<file path="src/rtl/writeback_unit_if.sv">
// writeback_unit_if
//   Groups every data/handshake signal of the write-back stage so the unit
//   and its environment connect through one bundle.
//   slave  : view used by writeback_unit (consumes results, drives the
//            register-file write port, the readies and the retire counter).
//   master : view used by the environment that supplies results.
//   Ports carried:
//     alu_valid_i / alu_rd_i / alu_data_i                ALU result (never stalls)
//     lsu_valid_i / lsu_ready_o / lsu_rd_i / lsu_funct3_i /
//     lsu_offset_i / lsu_rdata_i                         load result + handshake
//     mdu_valid_i / mdu_ready_o / mdu_rd_i / mdu_data_i  MDU result + handshake
//     reg_write_wb_o / reg_rd_wb_o / reg_data_rd_wb_o    register-file write port
//     retired_count_o                                    writes issued since reset
interface writeback_unit_if;
  logic        alu_valid_i;
  logic [4:0]  alu_rd_i;
  logic [31:0] alu_data_i;

  logic        lsu_valid_i;
  logic        lsu_ready_o;
  logic [4:0]  lsu_rd_i;
  logic [2:0]  lsu_funct3_i;
  logic [1:0]  lsu_offset_i;
  logic [31:0] lsu_rdata_i;

  logic        mdu_valid_i;
  logic        mdu_ready_o;
  logic [4:0]  mdu_rd_i;
  logic [31:0] mdu_data_i;

  logic        reg_write_wb_o;
  logic [4:0]  reg_rd_wb_o;
  logic [31:0] reg_data_rd_wb_o;
  logic [31:0] retired_count_o;

  modport slave (
    input  alu_valid_i, alu_rd_i, alu_data_i,
    input  lsu_valid_i, lsu_rd_i, lsu_funct3_i, lsu_offset_i, lsu_rdata_i,
    output lsu_ready_o,
    input  mdu_valid_i, mdu_rd_i, mdu_data_i,
    output mdu_ready_o,
    output reg_write_wb_o, reg_rd_wb_o, reg_data_rd_wb_o, retired_count_o
  );

  modport master (
    output alu_valid_i, alu_rd_i, alu_data_i,
    output lsu_valid_i, lsu_rd_i, lsu_funct3_i, lsu_offset_i, lsu_rdata_i,
    input  lsu_ready_o,
    output mdu_valid_i, mdu_rd_i, mdu_data_i,
    input  mdu_ready_o,
    input  reg_write_wb_o, reg_rd_wb_o, reg_data_rd_wb_o, retired_count_o
  );
endinterface

</file>
<file path="src/rtl/writeback_unit.sv">
// writeback_unit
//   Write-back stage: merges ALU, LSU and MDU results into a single
//   register-file write per cycle. Load data is extended on entry into the
//   LSU holding buffer. ALU results have absolute priority; LSU and MDU
//   buffers share the remaining slots round-robin. Writes to x0 are still
//   issued (so the register file's pending counts stay balanced) with the
//   data forced to zero.
//   Ports:
//     clk_i  : clock, rising edge
//     rst_i  : synchronous active-low reset
//     bus    : writeback_unit_if.slave, all result inputs, the two ready
//              outputs, the register-file write port and the retire counter
module writeback_unit (
  input  logic             clk_i,
  input  logic             rst_i,
  writeback_unit_if.slave  bus
);

  // Which buffer gets the slot when both are full.
  typedef enum logic {
    PTR_LSU = 1'b0,
    PTR_MDU = 1'b1
  } rr_ptr_t;

  rr_ptr_t     rr_ptr;

  logic        lsu_full;
  logic [4:0]  lsu_rd;
  logic [31:0] lsu_data;
  logic        mdu_full;
  logic [4:0]  mdu_rd;
  logic [31:0] mdu_data;

  logic        lsu_ready;
  logic        mdu_ready;
  logic        lsu_take;
  logic        mdu_take;

  logic [7:0]  ld_byte;
  logic [15:0] ld_half;
  logic [31:0] load_ext;

  logic        grant_lsu;
  logic        grant_mdu;
  logic        wr_valid;
  logic [4:0]  wr_rd;
  logic [31:0] wr_data;

  logic        reg_write_q;
  logic [4:0]  reg_rd_q;
  logic [31:0] reg_data_q;
  logic [31:0] retired_q;

  // Ready is held low during reset so nothing is accepted while upstream
  // units are being reset alongside us.
  assign lsu_ready = !lsu_full && rst_i;
  assign mdu_ready = !mdu_full && rst_i;
  assign lsu_take  = bus.lsu_valid_i && lsu_ready;
  assign mdu_take  = bus.mdu_valid_i && mdu_ready;

  assign bus.lsu_ready_o      = lsu_ready;
  assign bus.mdu_ready_o      = mdu_ready;
  assign bus.reg_write_wb_o   = reg_write_q;
  assign bus.reg_rd_wb_o      = reg_rd_q;
  assign bus.reg_data_rd_wb_o = reg_data_q;
  assign bus.retired_count_o  = retired_q;

  // Load extension. Halfwords only look at offset[1]; word loads and the
  // undefined funct3 codes pass the raw word through untouched.
  always_comb begin
    case (bus.lsu_offset_i)
      2'd0:    ld_byte = bus.lsu_rdata_i[7:0];
      2'd1:    ld_byte = bus.lsu_rdata_i[15:8];
      2'd2:    ld_byte = bus.lsu_rdata_i[23:16];
      default: ld_byte = bus.lsu_rdata_i[31:24];
    endcase
    ld_half = bus.lsu_offset_i[1] ? bus.lsu_rdata_i[31:16] : bus.lsu_rdata_i[15:0];
    case (bus.lsu_funct3_i)
      3'b000:  load_ext = {{24{ld_byte[7]}}, ld_byte};
      3'b001:  load_ext = {{16{ld_half[15]}}, ld_half};
      3'b100:  load_ext = {24'h0, ld_byte};
      3'b101:  load_ext = {16'h0, ld_half};
      default: load_ext = bus.lsu_rdata_i;
    endcase
  end

  // Arbitration: ALU first, then whichever buffer is full; if both are full
  // the round-robin pointer decides.
  always_comb begin
    grant_lsu = 1'b0;
    grant_mdu = 1'b0;
    wr_valid  = 1'b0;
    wr_rd     = bus.alu_rd_i;
    wr_data   = bus.alu_data_i;
    if (bus.alu_valid_i) begin
      wr_valid = 1'b1;
    end else if (lsu_full && (!mdu_full || rr_ptr == PTR_LSU)) begin
      grant_lsu = 1'b1;
      wr_valid  = 1'b1;
      wr_rd     = lsu_rd;
      wr_data   = lsu_data;
    end else if (mdu_full) begin
      grant_mdu = 1'b1;
      wr_valid  = 1'b1;
      wr_rd     = mdu_rd;
      wr_data   = mdu_data;
    end
  end

  // Buffers, pointer and the registered write port. A buffer can only be
  // granted while full and only accepts while empty, so grant and capture
  // never collide on the same buffer.
  always_ff @(posedge clk_i) begin
    if (!rst_i) begin
      lsu_full    <= 1'b0;
      lsu_rd      <= 5'd0;
      lsu_data    <= 32'h0;
      mdu_full    <= 1'b0;
      mdu_rd      <= 5'd0;
      mdu_data    <= 32'h0;
      rr_ptr      <= PTR_LSU;
      reg_write_q <= 1'b0;
      reg_rd_q    <= 5'd0;
      reg_data_q  <= 32'h0;
      retired_q   <= 32'h0;
    end else begin
      if (grant_lsu) begin
        lsu_full <= 1'b0;
      end else if (lsu_take) begin
        lsu_full <= 1'b1;
        lsu_rd   <= bus.lsu_rd_i;
        lsu_data <= load_ext;
      end

      if (grant_mdu) begin
        mdu_full <= 1'b0;
      end else if (mdu_take) begin
        mdu_full <= 1'b1;
        mdu_rd   <= bus.mdu_rd_i;
        mdu_data <= bus.mdu_data_i;
      end

      if (grant_lsu) begin
        rr_ptr <= PTR_MDU;
      end else if (grant_mdu) begin
        rr_ptr <= PTR_LSU;
      end

      reg_write_q <= wr_valid;
      if (wr_valid) begin
        reg_rd_q   <= wr_rd;
        reg_data_q <= (wr_rd == 5'd0) ? 32'h0 : wr_data;
        retired_q  <= retired_q + 32'd1;
      end
    end
  end

endmodule

</file>
<file path="src/flat_wrapper.sv">
// flat-port wrapper written by rule: the top's interface ports become plain ports
module writeback_unit_flat 
  (clk_i, rst_i, bus_alu_valid_i, bus_alu_rd_i, bus_alu_data_i, bus_lsu_valid_i, bus_lsu_rd_i, bus_lsu_funct3_i, bus_lsu_offset_i, bus_lsu_rdata_i, bus_lsu_ready_o, bus_mdu_valid_i, bus_mdu_rd_i, bus_mdu_data_i, bus_mdu_ready_o, bus_reg_write_wb_o, bus_reg_rd_wb_o, bus_reg_data_rd_wb_o, bus_retired_count_o);
  writeback_unit_if bus_i ();
  input  logic clk_i;
  input  logic rst_i;
  input wire logic [$bits(bus_i.alu_valid_i)-1:0] bus_alu_valid_i;
  input wire logic [$bits(bus_i.alu_rd_i)-1:0] bus_alu_rd_i;
  input wire logic [$bits(bus_i.alu_data_i)-1:0] bus_alu_data_i;
  input wire logic [$bits(bus_i.lsu_valid_i)-1:0] bus_lsu_valid_i;
  input wire logic [$bits(bus_i.lsu_rd_i)-1:0] bus_lsu_rd_i;
  input wire logic [$bits(bus_i.lsu_funct3_i)-1:0] bus_lsu_funct3_i;
  input wire logic [$bits(bus_i.lsu_offset_i)-1:0] bus_lsu_offset_i;
  input wire logic [$bits(bus_i.lsu_rdata_i)-1:0] bus_lsu_rdata_i;
  output wire logic [$bits(bus_i.lsu_ready_o)-1:0] bus_lsu_ready_o;
  input wire logic [$bits(bus_i.mdu_valid_i)-1:0] bus_mdu_valid_i;
  input wire logic [$bits(bus_i.mdu_rd_i)-1:0] bus_mdu_rd_i;
  input wire logic [$bits(bus_i.mdu_data_i)-1:0] bus_mdu_data_i;
  output wire logic [$bits(bus_i.mdu_ready_o)-1:0] bus_mdu_ready_o;
  output wire logic [$bits(bus_i.reg_write_wb_o)-1:0] bus_reg_write_wb_o;
  output wire logic [$bits(bus_i.reg_rd_wb_o)-1:0] bus_reg_rd_wb_o;
  output wire logic [$bits(bus_i.reg_data_rd_wb_o)-1:0] bus_reg_data_rd_wb_o;
  output wire logic [$bits(bus_i.retired_count_o)-1:0] bus_retired_count_o;
  assign bus_i.alu_valid_i = bus_alu_valid_i;
  assign bus_i.alu_rd_i = bus_alu_rd_i;
  assign bus_i.alu_data_i = bus_alu_data_i;
  assign bus_i.lsu_valid_i = bus_lsu_valid_i;
  assign bus_i.lsu_rd_i = bus_lsu_rd_i;
  assign bus_i.lsu_funct3_i = bus_lsu_funct3_i;
  assign bus_i.lsu_offset_i = bus_lsu_offset_i;
  assign bus_i.lsu_rdata_i = bus_lsu_rdata_i;
  assign bus_lsu_ready_o = bus_i.lsu_ready_o;
  assign bus_i.mdu_valid_i = bus_mdu_valid_i;
  assign bus_i.mdu_rd_i = bus_mdu_rd_i;
  assign bus_i.mdu_data_i = bus_mdu_data_i;
  assign bus_mdu_ready_o = bus_i.mdu_ready_o;
  assign bus_reg_write_wb_o = bus_i.reg_write_wb_o;
  assign bus_reg_rd_wb_o = bus_i.reg_rd_wb_o;
  assign bus_reg_data_rd_wb_o = bus_i.reg_data_rd_wb_o;
  assign bus_retired_count_o = bus_i.retired_count_o;
  writeback_unit u_core (.clk_i(clk_i), .rst_i(rst_i), .bus(bus_i));
endmodule
</file>
<file path="config.mk">
export PLATFORM = sky130hd
export DESIGN_NAME = writeback_unit_flat
export DESIGN_NICKNAME = d
export VERILOG_FILES = /design/src/rtl/writeback_unit_if.sv /design/src/rtl/writeback_unit.sv /design/src/flat_wrapper.sv
export SDC_FILE = /design/constraint.sdc
export NUM_CORES = 1
export LEC_CHECK = 0
export ABC_AREA = 1
export CAP_MARGIN = 0
export CORE_MARGIN = 2
export CORE_UTILIZATION = 30
export CTS_BUF_LIST = sky130_fd_sc_hd__clkbuf_16
export DETAILED_ROUTE_END_ITERATION = 8
export GPL_TIMING_DRIVEN = 0
export SYNTH_ARGS = -nofsm -noshare
export SYNTH_HDL_FRONTEND = slang
export SYNTH_SLANG_ARGS = --single-unit
</file>
<file path="constraint.sdc">
create_clock -name clk_i -period 2.2 [get_ports clk_i]
set_input_delay 0.22 -clock clk_i [delete_from_list [all_inputs] [get_ports clk_i]]
set_output_delay 0.22 -clock clk_i [all_outputs]
set_load 0.02 [all_outputs]
</file>
==> Yosys cells after proc, flatten, opt, wreduce, memory -nomap -nowiden <==
Index checks and enable logic that the tools add are counted.
Widths: inputs -> output; s select.
{ "word_totals": {"reg_bits": 147, "in_bits": 121, "output_inout_bits": 72, "elab_cells": 56} }
{ "op_classes": {"add_sub_neg": 1, "eq_ne": 5, "mux": 19, "bitwise": 4, "reduce_logical": 16} }
{ "ops": {"columns": ["op", "n"], "rows": [
  ["$mux 32", 4],
  ["$pmux 32 s4", 1],
  ["$add 32x1->32 const B", 1],
  ["$pmux 8 s3", 1],
  ["$mux 16", 1],
  ["$mux 5", 3],
  ["$mux 1", 9],
  ["$eq 3x3->1 const B", 2],
  ["$logic_and 1x1->1", 5],
  ["$logic_not 5->1", 1],
  ["$not 1->1", 4],
  ["$reduce_and 2->1", 2],
  ["$reduce_or 2->1", 2],
  ["$eq 3x1->1 const B", 1],
  ["$logic_not 3->1", 1],
  ["$eq 2x1->1 const B", 1],
  ["$eq 2x2->1 const B", 1],
  ["$logic_not 1->1", 2],
  ["$logic_not 2->1", 1],
  ["$reduce_bool 2->1", 1],
  ["$logic_or 1x1->1", 1]
]} }

==> Depth between registers and ports, before layout <==
{ "logic_depth": {"depth_word": 7, "depth_mapped": 11, "ltp_nobuf": 10} }

==> Least setup slack after synthesis <==
OpenSTA, ideal clock, no wires.
{ "synth_timing": {"kind": "register to register", "startpoint": "register u_core.retired_q[0] (netlist: u_core.bus.retired_count_o[0])", "endpoint": "register u_core.retired_q[20] (netlist: u_core.bus.retired_count_o[20])", "setup_ps": 116, "t_arrival_ps": 1629, "required_ps": 2084, "slack_ps": 455, "stages_incl_launch_ff": 9, "n_path_buf": 0, "period_less_slack_ps": 1745, "path_cell_list": "dfxtp_1 > ha_1 > nand3_1 > inv_1 > nand4_1 > nor2_1 > nand4_1 > o21ai_0 > nor2_1"} }
{ "synth_via": {"elab_chain_len": 1} }
{ "synth_rtl": {"columns": ["element", "line_no", "text"], "rows": [
  ["from (decl)", "writeback_unit.sv:52", "logic [31:0] retired_q;"],
  ["from (signal assigned)", "writeback_unit.sv:153", "retired_q <= retired_q + 32'd1;"],
  ["$add 32x1->32", "writeback_unit.sv:153", null]
]} }
No other way between the ends.
A chain may end at the register's enable or synchronous reset.

==> Worst setup path after layout <==
{ "layout_timing": {"startpoint": "register u_core.mdu_full", "endpoint": "output port bus_mdu_ready_o"} }
{ "layout_via": {"elab_chain_len": 2} }
{ "layout_rtl": {"columns": ["element", "line_no", "text"], "rows": [
  ["from (decl)", "writeback_unit.sv:30", "logic mdu_full;"],
  ["from (signal assigned)", "writeback_unit.sv:118", "mdu_full <= 1'b0;"],
  ["from (signal assigned)", "writeback_unit.sv:136", "mdu_full <= 1'b0;"],
  ["from (signal assigned)", "writeback_unit.sv:138", "mdu_full <= 1'b1;"],
  ["$logic_not 1->1", "writeback_unit.sv:57", "assign mdu_ready = !mdu_full && rst_i;"],
  ["$logic_and 1x1->1", "writeback_unit.sv:57", null],
  ["to (decl)", "flat_wrapper.sv:19", "output wire logic [$bits(bus_i.mdu_ready_o)-1:0] bus_mdu_ready_o;"]
]} }
No other way between the ends.

==> flow_summary.json <==
{
  "status": "completed",
  "p_leak_nw": 4.27,
  "hp-start": "bus_lsu_funct3_i[1]",
  "cts_buffers": 17,
  "crit_path_start_kind": "flip-flop",
  "period_needed_ns": 2.10,
  "cts.clk_slew.worst_paths_ns": 0.07,
  "vdd_ir_drop_max_uv": 472,
  "dieArea_um2": 27000,
  "comb_power_share": 0.189,
  "drc": 0,
  "clock_power_share": 0.403,
  "yosysUniqueCellTypes": 39,
  "grt_overflow": 0,
  "ys_top_cells_by_area": "dfxtp_1 (38%), nand2_1 (16%), o21ai_0 (6.9%)",
  "die_y_um": 164,
  "grt_antenna_before_repair": 0,
  "grt_pass1_wl_um": 42600,
  "crit_chain": "buf_6, buf_2, nor2_4, buf_4, dlygate4sd2_1",
  "min_path_cells": 5,
  "crit_path_top_delay_cell": "dlygate4sd2_1",
  "synth_area_leader_cell": "dfxtp_1",
  "io_buffers": 191,
  "drtPass1Iterations": 5,
  "hp-class": "in -> reg",
  "fill_cells": 2600,
  "ant_nets": 0,
  "worst_pin_slew_ns": 0.749,
  "dr.first_iter.drc_count": 548,
  "synth-seq-area-share": 0.382,
  "finalHoldViolations": 0,
  "ios": 193,
  "hold_end": "u_core.lsu_data[9]",
  "grtUsageTotal": 0.206,
  "cts_buffer_depth": 2,
  "cts_tree": "done",
  "syn_to_final_growth_pct": 37.9,
  "slew_headroom": 0.500,
  "fmax_ghz": 0.476,
  "avgSynthCellArea_um2": 6.86,
  "routabilityCongestion": 0.887,
  "cp_max_fo": 10,
  "vias": 8182,
  "async_flop_share": 0,
  "vias_per_cell": 4.88,
  "n_antenna_cell": 0,
  "cp-end-kind": "primary output",
  "die_w_um": 164,
  "finalCritPeriodShare": 0.955,
  "clock_skew_ns": 0.00876,
  "row_count": 58,
  "reg2reg_slack_ns": 0.14,
  "reg2reg_to": "u_core.lsu_data[2]",
  "rsz0062_at_grt": "no",
  "grt_max_degree": 17,
  "seqPwrFrac": 0.408,
  "drv_cap": 0,
  "r2r-start": "u_core.lsu_full",
  "yosys_warnings": 0,
  "htreeDepth": 4,
  "ys_seq_elements": 147,
  "cts_sinks": 147,
  "crit_required_ns": 1.98,
  "grt_pass1_vias": 7985,
  "power_density_nw_per_um2": 680,
  "dp_hpwl_um": 21700,
  "cp.arrival_ns": 1.88,
  "switching_share": 0.292,
  "initial_utilization": 0.306,
  "synth-edff-count": 0,
  "hold_buffers": 0,
  "intPower_mw": 5.11,
  "clockRootBuffer": "clkbuf_16",
  "synth_top_area_share": 0.382,
  "avgRoutedWirePerCell_um": 16.4,
  "crit_type": "reg -> out",
  "syn_inst": 1122,
  "setup_tns_ns": 0,
  "cpPeakStageDelay_ns": 0.34,
  "drive_gt1_frac": 0.103,
  "synth_fp_nets": 1244,
  "syn-cell-area_um2": 7700,
  "drv_slew": 0,
  "clk_latency_ns": 0.43,
  "power.switching_mw": 2.11,
  "whs_ns": 0.342,
  "post-cts-setup-buffers": 0,
  "ys.flop_type": "dfxtp_1",
  "finalSetupViolations": 0,
  "reg2reg_depth": 8,
  "final_net_count": 1454,
  "wirelength_um": 27500,
  "coreArea_um2": 25200
}
-- logic make-up after synthesis --
logic type | count (synthesis) | synth area share
AND/OR/NAND/NOR | 536 | 0.314
flip-flops | 147 | 0.382
buffers and inverters | 178 | 0.0991
XOR/XNOR | 3 | 0.00341
adder cells (fa/ha/maj) | 1 | 0.00162
AO/OA/AOI/OAI | 257 | 0.200
-- synthesized netlist by cell type (3+ instances only) --
library cell,n
nand3b_1,7
buf_1,5
o21bai_1,20
o21a_1,9
nand2_2,18
o31ai_1,13
a31oi_1,6
inv_2,6
nand3_2,15
nor2_4,4
nor3_1,10
dfxtp_1,147
o21ai_0,106
nand2_4,3
inv_1,102
nand2_1,323
or2_2,6
nor2_1,61
a21oi_2,15
o21ai_1,4
buf_6,7
nand4_1,17
nand3_1,65
o211ai_1,26
a21oi_1,54
buf_4,3
buf_2,23
clkbuf_1,31
xor2_1,3
-- worst max path at each step --
stage                                        from                        endpoint  slack, ns
floorplan           u_core.bus.retired_count_o[0]  u_core.bus.retired_count_o[20]       0.46
global route                      u_core.mdu_full                 bus_mdu_ready_o      0.005
global placement                            rst_i                 bus_mdu_ready_o      -0.33
detailed placement                          rst_i                 bus_mdu_ready_o      -0.31
CTS                               u_core.mdu_full                 bus_mdu_ready_o       0.06
finish                            u_core.mdu_full                 bus_mdu_ready_o        0.1
-- layout by cell type (no fill, tap or decap), types with 5 or more instances in the layout --
master / instances
buf_6: 7
o21ai_0: 106
inv_2: 6
a31oi_1: 6
nand2_1: 323
nor2_1: 59
o31ai_1: 13
nand3_2: 15
buf_2: 22
clkbuf_16: 17
dfxtp_1: 147
nand2_2: 18
o21a_1: 9
nand4_1: 17
nor3_1: 10
nand3b_1: 7
o211ai_1: 26
a21oi_1: 54
clkdlybuf4s50_1: 190
inv_1: 102
o21bai_1: 20
a21oi_2: 15
nand3_1: 65
nor2_4: 5
buf_1: 5
or2_2: 6
clkbuf_1: 31
-- layer usage --
metal	wire length, um	track usage	vias up
met5	0	0	-
met3	1790	0.0359	34
li1	-	-	4106
met2	12500	0.330	284
met1	12600	0.278	3758
met4	612	0.0746	0
-- power groups by stage --
stage               Combinational [mW]  Sequential (mW)  Clock (mW)
floorplan                        0.650             3.06           0
global route                      1.50             2.96        3.07
CTS                               1.37             2.94        2.97
global placement                  1.36             3.00           0
detailed placement                1.36             3.00           0
finish                            1.37             2.94        2.91
-- repair_timing --
| item | CTS | global route |
|---|---|---|
| setup endpoints to repair | 1 | 1 |
| resized for setup | 4 | 1 |
| pin swaps | 0 | 0 |
-- critical path: cells and delay by family (launching register included) --
family                 cells  cell delay, ns
buffers and inverters      4            0.90
flip-flops                 1            0.31
AND/OR/NAND/NOR            1            0.23
-- final cells by class --
cell class | instances | area [um2] | share of cell area
multi-input combinational | 797 | 4010 | 0.377
sequential | 147 | 2940 | 0.277
timing repair buffer | 191 | 1910 | 0.180
clock buffer | 17 | 425 | 0.0401
tap | 330 | 413 | 0.0389
inverter | 109 | 412 | 0.0388
buffer | 69 | 354 | 0.0333
clock inverter | 15 | 156 | 0.0147
-- state kept, by name, summed over array words and instances (netlist names), 5 cells and up --
| signal | count |
|---|---|
| u_core.bus.retired_count_o | 32 |
| u_core.bus.reg_rd_wb_o | 5 |
| u_core.lsu_data | 32 |
| u_core.mdu_data | 32 |
| u_core.bus.reg_data_rd_wb_o | 32 |
| u_core.lsu_rd | 5 |
| u_core.mdu_rd | 5 |
-- metrics by stage --
step | instance area, um2 | cells | total power [mW] | setup WS, ns | utilization
floorplan | 7700 | 1122 | 3.71 | 0.455 | -
global placement | 10000 | 1643 | 4.35 | -0.332 | 0.398
detailed placement | 10000 | 1643 | 4.36 | -0.311 | 0.398
CTS | 10600 | 1675 | 7.28 | 0.0602 | 0.422
global route | 10600 | 1675 | 7.52 | 0.00525 | 0.422
finish | 10600 | 1675 | 7.22 | 0.0992 | 0.422
Note: power is estimated with default switching activity, not from simulation.
